[src/rtl/regfile_read_8x16_pkg.sv]
// Shared constants and types for the 8x16 register file read port.
//
// Contents:
//   RF_WIDTH     data width of each register and read result
//   RF_ADDR_W    register address width
//   RF_DEPTH     number of registers (2**RF_ADDR_W)
//   RESET_VALUE  value every register takes on reset
//   rf_data_t    one register / operand word
//   rf_addr_t    one register address
//   addr_hit     write-port match helper: enable qualified address compare
package regfile_read_8x16_pkg;

  localparam int unsigned RF_WIDTH  = 16;
  localparam int unsigned RF_ADDR_W = 3;
  localparam int unsigned RF_DEPTH  = 1 << RF_ADDR_W;

  localparam logic [RF_WIDTH-1:0] RESET_VALUE = 16'h0000;

  typedef logic [RF_WIDTH-1:0]  rf_data_t;
  typedef logic [RF_ADDR_W-1:0] rf_addr_t;

  // True when an enabled write targets the given register.
  function automatic logic addr_hit(logic en, rf_addr_t wr_addr, rf_addr_t addr);
    return en && (wr_addr == addr);
  endfunction

endpackage

[src/rtl/rf_operand_sel.sv]
// Source-operand selector: one 8:1 read mux over the register array plus the
// same-cycle write bypass, so an operand captured on the edge that also
// writes its register sees the new value rather than the stale one.
//
// Ports:
//   regs     in   all registers, flattened; register i at [i*WIDTH +: WIDTH]
//   rd_addr  in   register to read
//   wr_en    in   write port enable
//   wr_addr  in   write port address
//   wr_data  in   write port data
//   operand  out  selected value (bypassed write data on an address match)
module rf_operand_sel
  import regfile_read_8x16_pkg::*;
#(
  parameter int unsigned WIDTH      = RF_WIDTH,
  parameter int unsigned DEPTH_LOG2 = RF_ADDR_W
) (
  input  logic [WIDTH*(1<<DEPTH_LOG2)-1:0] regs,
  input  logic [DEPTH_LOG2-1:0]            rd_addr,
  input  logic                             wr_en,
  input  logic [DEPTH_LOG2-1:0]            wr_addr,
  input  logic [WIDTH-1:0]                 wr_data,
  output logic [WIDTH-1:0]                 operand
);

  logic [WIDTH-1:0] array_val;
  logic             bypass;

  // Plain read of the stored value.
  always_comb begin
    array_val = regs[WIDTH*int'(rd_addr) +: WIDTH];
  end

  assign bypass = wr_en && (wr_addr == rd_addr);

  always_comb begin
    operand = bypass ? wr_data : array_val;
  end

endmodule

[src/rtl/regfile_read_8x16.sv]
// 8-entry x 16-bit register file with one write port and a two-operand
// registered read port, used as the decode-stage source-operand reader.
//
// A read request is accepted on reqValid & reqReady; both operands are
// registered and presented one cycle later with rspValid. A response that is
// not consumed is held, and any write to a held register while stalled is
// folded into the held operand so the consumer never sees stale data.
//
// Ports:
//   clk       in   system clock, all state on rising edge
//   rst       in   synchronous active-high reset
//   wrEn      in   write enable
//   wrAddr    in   register written when wrEn=1
//   wrData    in   write data
//   reqValid  in   read request present
//   reqReady  out  read port can accept a request this cycle
//   rdAddr1   in   operand 1 register address
//   rdAddr2   in   operand 2 register address
//   rspValid  out  rspData1/rspData2 hold a valid result
//   rspReady  in   consumer accepts the result this cycle
//   rspData1  out  operand 1 result
//   rspData2  out  operand 2 result
module regfile_read_8x16
  import regfile_read_8x16_pkg::*;
#(
  parameter int unsigned WIDTH      = RF_WIDTH,
  parameter int unsigned DEPTH_LOG2 = RF_ADDR_W
) (
  input  logic                  clk,
  input  logic                  rst,
  input  logic                  wrEn,
  input  logic [DEPTH_LOG2-1:0] wrAddr,
  input  logic [WIDTH-1:0]      wrData,
  input  logic                  reqValid,
  output logic                  reqReady,
  input  logic [DEPTH_LOG2-1:0] rdAddr1,
  input  logic [DEPTH_LOG2-1:0] rdAddr2,
  output logic                  rspValid,
  input  logic                  rspReady,
  output logic [WIDTH-1:0]      rspData1,
  output logic [WIDTH-1:0]      rspData2
);

  localparam int unsigned DEPTH = 1 << DEPTH_LOG2;

  // ---------------------------------------------------------------------------
  // Register array
  // ---------------------------------------------------------------------------
  logic [WIDTH-1:0]       regs_q [DEPTH];
  logic [WIDTH*DEPTH-1:0] regs_flat;

  always_ff @(posedge clk) begin
    if (rst) begin
      for (int i = 0; i < DEPTH; i++) begin
        regs_q[i] <= WIDTH'(RESET_VALUE);
      end
    end else if (wrEn) begin
      regs_q[wrAddr] <= wrData;
    end
  end

  always_comb begin
    regs_flat = '0;
    for (int i = 0; i < DEPTH; i++) begin
      regs_flat[i*WIDTH +: WIDTH] = regs_q[i];
    end
  end

  // ---------------------------------------------------------------------------
  // Operand selection (read mux + same-cycle bypass)
  // ---------------------------------------------------------------------------
  logic [WIDTH-1:0] operand1;
  logic [WIDTH-1:0] operand2;

  rf_operand_sel #(
    .WIDTH      (WIDTH),
    .DEPTH_LOG2 (DEPTH_LOG2)
  ) u_sel1 (
    .regs    (regs_flat),
    .rd_addr (rdAddr1),
    .wr_en   (wrEn),
    .wr_addr (wrAddr),
    .wr_data (wrData),
    .operand (operand1)
  );

  rf_operand_sel #(
    .WIDTH      (WIDTH),
    .DEPTH_LOG2 (DEPTH_LOG2)
  ) u_sel2 (
    .regs    (regs_flat),
    .rd_addr (rdAddr2),
    .wr_en   (wrEn),
    .wr_addr (wrAddr),
    .wr_data (wrData),
    .operand (operand2)
  );

  // ---------------------------------------------------------------------------
  // Response register, held addresses and handshake
  // ---------------------------------------------------------------------------
  logic                  rsp_valid_q, rsp_valid_d;
  logic [WIDTH-1:0]      rsp_data1_q, rsp_data1_d;
  logic [WIDTH-1:0]      rsp_data2_q, rsp_data2_d;
  logic [DEPTH_LOG2-1:0] h_addr1_q, h_addr1_d;
  logic [DEPTH_LOG2-1:0] h_addr2_q, h_addr2_d;

  logic req_ready;
  logic accept;
  logic stall;
  logic stall_hit1;
  logic stall_hit2;

  assign req_ready = !rsp_valid_q || rspReady;
  assign accept    = reqValid && req_ready;
  assign stall     = rsp_valid_q && !rspReady;

  // A write landing on a held register refreshes that operand in place.
  assign stall_hit1 = stall && wrEn && (wrAddr == h_addr1_q);
  assign stall_hit2 = stall && wrEn && (wrAddr == h_addr2_q);

  always_comb begin
    rsp_valid_d = rsp_valid_q;
    rsp_data1_d = rsp_data1_q;
    rsp_data2_d = rsp_data2_q;
    h_addr1_d   = h_addr1_q;
    h_addr2_d   = h_addr2_q;

    if (accept) begin
      rsp_valid_d = 1'b1;
      rsp_data1_d = operand1;
      rsp_data2_d = operand2;
      h_addr1_d   = rdAddr1;
      h_addr2_d   = rdAddr2;
    end else begin
      if (rspReady) begin
        rsp_valid_d = 1'b0;
      end
      if (stall_hit1) begin
        rsp_data1_d = wrData;
      end
      if (stall_hit2) begin
        rsp_data2_d = wrData;
      end
    end
  end

  always_ff @(posedge clk) begin
    if (rst) begin
      rsp_valid_q <= 1'b0;
      rsp_data1_q <= '0;
      rsp_data2_q <= '0;
      h_addr1_q   <= '0;
      h_addr2_q   <= '0;
    end else begin
      rsp_valid_q <= rsp_valid_d;
      rsp_data1_q <= rsp_data1_d;
      rsp_data2_q <= rsp_data2_d;
      h_addr1_q   <= h_addr1_d;
      h_addr2_q   <= h_addr2_d;
    end
  end

  assign reqReady = req_ready;
  assign rspValid = rsp_valid_q;
  assign rspData1 = rsp_data1_q;
  assign rspData2 = rsp_data2_q;

endmodule

[config.mk]
export PLATFORM = sky130hd
export DESIGN_NAME = regfile_read_8x16
export DESIGN_NICKNAME = d
export VERILOG_FILES = /design/src/rtl/regfile_read_8x16_pkg.sv /design/src/rtl/rf_operand_sel.sv /design/src/rtl/regfile_read_8x16.sv
export SDC_FILE = /design/constraint.sdc
export NUM_CORES = 1
export LEC_CHECK = 0
export CAP_MARGIN = 30
export CORE_ASPECT_RATIO = 0.8
export CORE_MARGIN = 5
export CORE_UTILIZATION = 35
export CTS_CLUSTER_DIAMETER = 80
export CTS_CLUSTER_SIZE = 20
export DETAILED_ROUTE_END_ITERATION = 10
export GPL_ROUTABILITY_DRIVEN = 0
export SLEW_MARGIN = 20
export SYNTH_ARGS = -nofsm -noshare
export SYNTH_HDL_FRONTEND = slang
export SYNTH_SLANG_ARGS = --single-unit
[constraint.sdc]
create_clock -name clk -period 4 [get_ports clk]
set_input_delay 1.2 -clock clk [delete_from_list [all_inputs] [get_ports clk]]
set_output_delay 1.2 -clock clk [all_outputs]
set_load 0.02 [all_outputs]
==> flow_metrics.py, run 1 <==
metrics = {
    "pwr": {
        "power_mw": 4.33,
        "p_leak_nw": 3.33,
        "p_per_area_nw_per_um2": 427,
        "p_sw_share_pct": 26.0,
        "pwr-share-clk_pct": 37.0,
        "p_int_mw": 3.20,
        "power_frac_comb_pct": 15.7,
        "switchingPower_mw": 1.13,
        "seq_power_share_pct": 47.3,
        "irDropWorstVdd_mv": 0.248,
    },
    "final_layout": {
        "syn_to_final_growth_pct": 18.3,
        "layout.nets": 682,
        "fillers": 2223,
        "drive_gt1_share_pct": 25.5,
        "n_antenna_cell": 0,
        "fin_util_pct": 41.9,
        "fin_cells": 982,
        "final_area_um2": 10200,
    },
    "worst_setup_path": {
        "cp_max_fo": 4,
        "crit_path_cell_trace": "clkdlybuf4s50_1 > nand2b_1 > clkdlybuf4s50_1",
        "crit_path_end_kind": "output pin",
        "slowest_delay_ns": 0.62,
        "path_common_cell": "clkdlybuf4s50_1",
        "crit_path_start_kind": "primary input",
        "worstSetupPathType": "primary input to output pin",
        "cp.buffers_inverters": 2,
        "slowest_stage": "clkdlybuf4s50_1",
        "critPathRequiredTime_ns": 2.80,
        "critPathTopFamily": "buffers and inverters",
        "cp.arrival_ns": 2.47,
    },
    "synthesis": {
        "synth_area_um2": 8580,
        "yosysSeqAreaShare_pct": 53.9,
        "ys.flop_type": "edfxtp_1",
        "ys_ff_latch": 167,
        "yosys_warnings": 0,
        "avgSynthCellArea_um2": 14.3,
        "synth_edf_count": 128,
        "syn_nets": 631,
        "synth-async-reset-ratio_pct": 0,
        "synth_area_leaders": "edfxtp_1 45%, mux4_2 17%, dfxtp_1 9.1%",
        "synth.distinct_cells": 36,
        "ys_top_cells_by_count": "128 x edfxtp_1, 96 x nor3_1, 64 x mux4_2, 39 x dfxtp_1, 34 x o31ai_1",
        "synth_top_area_share_pct": 44.8,
        "yosysTopAreaCell": "edfxtp_1",
        "syn_inst": 601,
        "synth.most_common_cell": "edfxtp_1",
    },
    "global_route": {
        "antenna_found_initial": 0,
        "grt_pass1_vias": 5750,
        "grt_pass1_wl_um": 35500,
        "track_usage_pct": 17.1,
        "grt_max_degree": 57,
        "overflow": 0,
    },
    "place": {
        "portBuffers": 63,
        "post-place-ws_ns": 0.339,
        "dp_hpwl_um": 16000,
        "dp_cells": 951,
        "postPlaceCellArea_um2": 9580,
    },
    "sta": {
        "rsz0062_at_grt": "false",
        "fin_ws_ns": 0.328,
        "finalCritPeriodShare_pct": 91.8,
        "final_max_slew_viol_count": 0,
        "hold_ws_ns": 0.465,
        "tightest_slew_ns": 0.612,
        "finalCriticalPeriod_ns": 3.67,
        "finClkSkew_ns": 0.00931,
        "max_freq_mhz": 272,
        "setup_tns_ns": 0,
        "setup_violations": 0,
        "hold_viol": 0,
        "max-slew-margin-rel_pct": 59.2,
    },
    "floorplanning": {
        "core_um2": 24200,
        "die_h_um": 150,
        "placementRows": 51,
        "fp.dieW_um": 185,
        "ioPinCount": 64,
        "fp.dieArea_um2": 27800,
        "start_util_pct": 35.4,
    },
    "clocking": {
        "tritoncts": "yes",
        "clk_latency_ns": 0.43,
        "cts.clk_slew.worst_paths_ns": 0.07,
        "post-cts-setup-buffers": 0,
        "cts_root_buffer": "clkbuf_16",
        "cts_resized": 0,
        "clkSinkCount": 167,
        "htree_levels": 4,
        "hold_buffers": 0,
        "clockBufferDepth": 2,
        "numCtsBuffers": 17,
    },
    "route": {
        "post_drt_wl_per_cell_um": 23.6,
        "drtIter0Drc": 535,
        "via_per_inst": 5.85,
        "first_pass_iters": 5,
        "drc": 0,
        "wl_um": 23100,
        "dr_total_vias": 5741,
        "postRouteAntennaNets": 0,
    },
    "outcome": {
        "status": "complete, no violations",
    },
    "min_path": {
        "hold_class": "register to register",
    },
    "flow_run": {
        "max-cap-violations": 0,
    },
}
[area by class of cell]
cell class,count,area [um2],share of cell area (%)
clock buffer,17,425,4.19
timing repair buffer,104,961,9.46
inverter,18,67.6,0.665
clock inverter,14,150,1.48
multi-input combinational,344,3530,34.7
tap,318,398,3.92
sequential,167,4620,45.5
[routing by layer]
metal  track usage [%]  vias to the layer above  wire [um]
li1                  -                     2569          -
met1              25.3                     2921      10400
met2              25.6                      238      10600
met3              4.76                       13       1970
met4              2.60                        0        181
met5                 0                        -          0
[sequential cells by signal, summed over array words and instances, names as in the netlist]
name	flops
h_addr2_q	3
rspData1	16
rspData2	16
rspValid	1
regs_q	128
h_addr1_q	3
[kinds of logic (layout without fill, tap and decap cells)]
kind of cell	count (synthesis)	count (layout)	synth area share [%]
XOR/XNOR	12	12	1.31
buffers and inverters	90	153	5.23
flip-flops	167	167	53.9
AND/OR/NAND/NOR	153	153	9.87
multiplexers	96	96	20.5
AO/OA/AOI/OAI	83	83	9.16
[power groups by stage]
stage / sequential (mW) / clock, mW / combinational, mW
after floorplan: 2.11 / 0 / 0.394
after global placement: 2.07 / 0 / 0.669
after detailed placement: 2.08 / 0 / 0.677
after CTS: 2.05 / 1.63 / 0.681
after global routing: 2.06 / 1.71 / 0.723
final: 2.05 / 1.60 / 0.680
[path summary, 6_finish.rpt]
path / from / to / slack (ns) / cells past startpoint
setup / recovery: rspReady / reqReady / 0.33 / 3
hold / removal: h_addr2_q[2]$_SDFFE_PP0P_ / h_addr2_q[2]$_SDFFE_PP0P_ / 0.46 / 2
setup reg to reg: rspValid$_SDFFE_PP0P_ / rspData2[3]$_SDFFE_PP0P_ / 2.14 / 5
hold reg to reg: h_addr2_q[2]$_SDFFE_PP0P_ / h_addr2_q[2]$_SDFFE_PP0P_ / 0.46 / 2
[cells in the final DEF, fill, tap and decap left out, types with 2 or more instances in the layout]
cell | synthesis | routed
clkdlybuf4s50_1 | 0 | 61
buf_6 | 5 | 2
nand2_1 | 14 | 14
clkinv_4 | 0 | 3
buf_4 | 12 | 37
nor3_1 | 96 | 96
o21ai_1 | 0 | 6
a221oi_2 | 21 | 21
buf_12 | 0 | 2
xor2_1 | 10 | 10
clkbuf_16 | 0 | 17
mux4_2 | 64 | 64
inv_6 | 0 | 5
bufinv_16 | 0 | 2
o31ai_2 | 0 | 2
o31ai_1 | 34 | 32
buf_2 | 16 | 2
nand2b_1 | 3 | 3
mux2i_1 | 32 | 32
a221oi_1 | 11 | 11
clkinv_1 | 17 | 19
dfxtp_1 | 39 | 39
nor4_4 | 2 | 2
edfxtp_1 | 128 | 128
nor4_1 | 32 | 32
a21oi_1 | 7 | 7
[tightest hold or removal path, cell delays in order (launching register included)]
cell and delay (ns):
dfxtp_1 0.32, nand2_1 0.05, a21oi_1 0.05
Note: power is estimated with default switching activity, not from simulation.
==> run 2: changes to the inputs <==
PLACE_DENSITY = 0.5   (was not set)
==> flow_metrics.py, run 2 (same netlist as run 1, synthesis figures left out) <==
metrics = {
    "outcome": {
        "status": "complete, no violations",
    },
    "sta": {
        "hold_ws_ns": 0.477,
        "max-slew-margin-rel_pct": 52.2,
        "setup_tns_ns": 0,
        "tightest_slew_ns": 0.717,
        "max_freq_mhz": 272,
        "fin_ws_ns": 0.325,
        "rsz0062_at_grt": "false",
        "hold_viol": 0,
        "final_max_slew_viol_count": 0,
        "finalCriticalPeriod_ns": 3.67,
        "finClkSkew_ns": 0.0107,
        "setup_violations": 0,
        "finalCritPeriodShare_pct": 91.9,
    },
    "final_layout": {
        "layout.nets": 685,
        "n_antenna_cell": 0,
        "multi_input_area_um2": 3570,
        "largest_register": "regs_q",
        "largest_register_ffs": 128,
        "final_area_um2": 10300,
        "regArea_um2": 4620,
        "fillers": 2258,
        "fin_util_pct": 42.3,
        "syn_to_final_growth_pct": 19.7,
        "drive_gt1_share_pct": 27.1,
        "final_cell_mix": "128 x edfxtp_1, 96 x nor3_1, 64 x mux4_2",
        "final_common_cell": "edfxtp_1",
    },
    "worst_setup_path": {
        "r2r-end": "rspData2[8]$_SDFFE_PP0P_",
        "worst-r2r-setup-slack_ns": 2.27,
        "crit_path_start_kind": "primary input",
        "crit_path_cell_trace": "clkdlybuf4s50_1 > nand2b_1 > clkdlybuf4s50_1",
        "critPathRequiredTime_ns": 2.80,
        "crit_path_end_kind": "output pin",
        "slowest_delay_ns": 0.62,
        "cp_max_fo": 4,
        "slowest_stage": "clkdlybuf4s50_1",
        "critPathTopFamily": "buffers and inverters",
        "reg2reg_depth": 5,
        "cp.buffers_inverters": 2,
        "cp.arrival_ns": 2.47,
        "r2r_start": "rspValid$_SDFFE_PP0P_",
        "worstSetupPathType": "primary input to output pin",
        "path_common_cell": "clkdlybuf4s50_1",
    },
    "min_path": {
        "hold_class": "register to register",
        "holdCritStartpoint": "h_addr1_q[1]$_SDFFE_PP0P_",
        "min_path_cells": 2,
        "worstHoldEndpoint": "h_addr1_q[1]$_SDFFE_PP0P_",
    },
    "global_route": {
        "grt_pass1_vias": 5864,
        "grt_pass1_wl_um": 38700,
        "overflow": 0,
        "grt_max_degree": 68,
        "antenna_found_initial": 0,
        "track_usage_pct": 18.9,
    },
    "pwr": {
        "switchingPower_mw": 1.15,
        "power_frac_comb_pct": 15.9,
        "p_leak_nw": 3.39,
        "p_per_area_nw_per_um2": 432,
        "p_int_mw": 3.29,
        "irDropWorstVdd_mv": 0.321,
        "pwr-share-clk_pct": 37.9,
        "p_sw_share_pct": 25.9,
        "seq_power_share_pct": 46.2,
    },
    "route": {
        "wl_um": 25400,
        "dr_total_vias": 5837,
        "first_pass_iters": 5,
        "drc": 0,
        "via_per_inst": 5.92,
        "drtIter0Drc": 577,
        "post_drt_wl_per_cell_um": 25.8,
        "postRouteAntennaNets": 0,
    },
    "clocking": {
        "clkSinkCount": 167,
        "htree_levels": 4,
        "clk_latency_ns": 0.43,
        "post-cts-setup-buffers": 0,
        "hold_buffers": 0,
        "tritoncts": "yes",
        "clockBufferDepth": 2,
        "cts_resized": 0,
        "cts_root_buffer": "clkbuf_16",
        "numCtsBuffers": 17,
        "cts.clk_slew.worst_paths_ns": 0.06,
    },
    "floorplanning": {
        "placementRows": 51,
        "core_um2": 24200,
        "fp.dieArea_um2": 27800,
        "ioPinCount": 64,
        "start_util_pct": 35.4,
        "die_h_um": 150,
        "fp.dieW_um": 185,
    },
    "place": {
        "post-place-ws_ns": 0.318,
        "postPlaceCellArea_um2": 9660,
        "portBuffers": 63,
        "dp_hpwl_um": 17300,
    },
    "flow_run": {
        "max-cap-violations": 0,
    },
}
[run 2: layer usage]
layer	global-route usage (%)	vias to the layer above	wire length, um
li1	-	2578	-
met1	29.5	3016	12200
met2	27.9	230	11500
met3	3.13	13	1620
met4	3.41	0	140
met5	0	-	0
[run 2: final cells by class]
class	instances	share of cell area [%]
inverter	18	0.658
clock inverter	6	0.585
clock buffer	26	5.29
sequential	167	45.0
multi-input combinational	344	34.8
timing repair buffer	107	9.80
tap	318	3.88
[run 2: worst min-delay path, stage by stage, from the launching register on]
cell     delay, ns
dfxtp_1       0.32
nand2_1       0.06
a21oi_1       0.05
[run 2: how the worst max path moves through the flow]
stage	start	endpoint	cells after the start
final	rspReady	reqReady	3
after global routing	rspReady	reqReady	3
after global placement	rspReady	reqReady	3
after CTS	rspReady	reqReady	3
after detailed placement	rspReady	reqReady	3
after floorplan	rst	regs_q[0][0]$_SDFFCE_PN0P_	5
[run 2: metrics by stage]
step / total power [mW] / instances
floorplan: 2.50 / 601
global placement: 2.77 / 951
detailed placement: 2.79 / 954
CTS: 4.47 / 986
global route: 4.60 / 986
finish: 4.44 / 986
[run 2: power by group through the flow]
stage	Sequential (mW)	Clock, mW	Combinational, mW
after global routing	2.06	1.79	0.748
after floorplan	2.11	0	0.394
final	2.05	1.68	0.705
after CTS	2.05	1.72	0.707
after detailed placement	2.09	0	0.705
after global placement	2.08	0	0.693
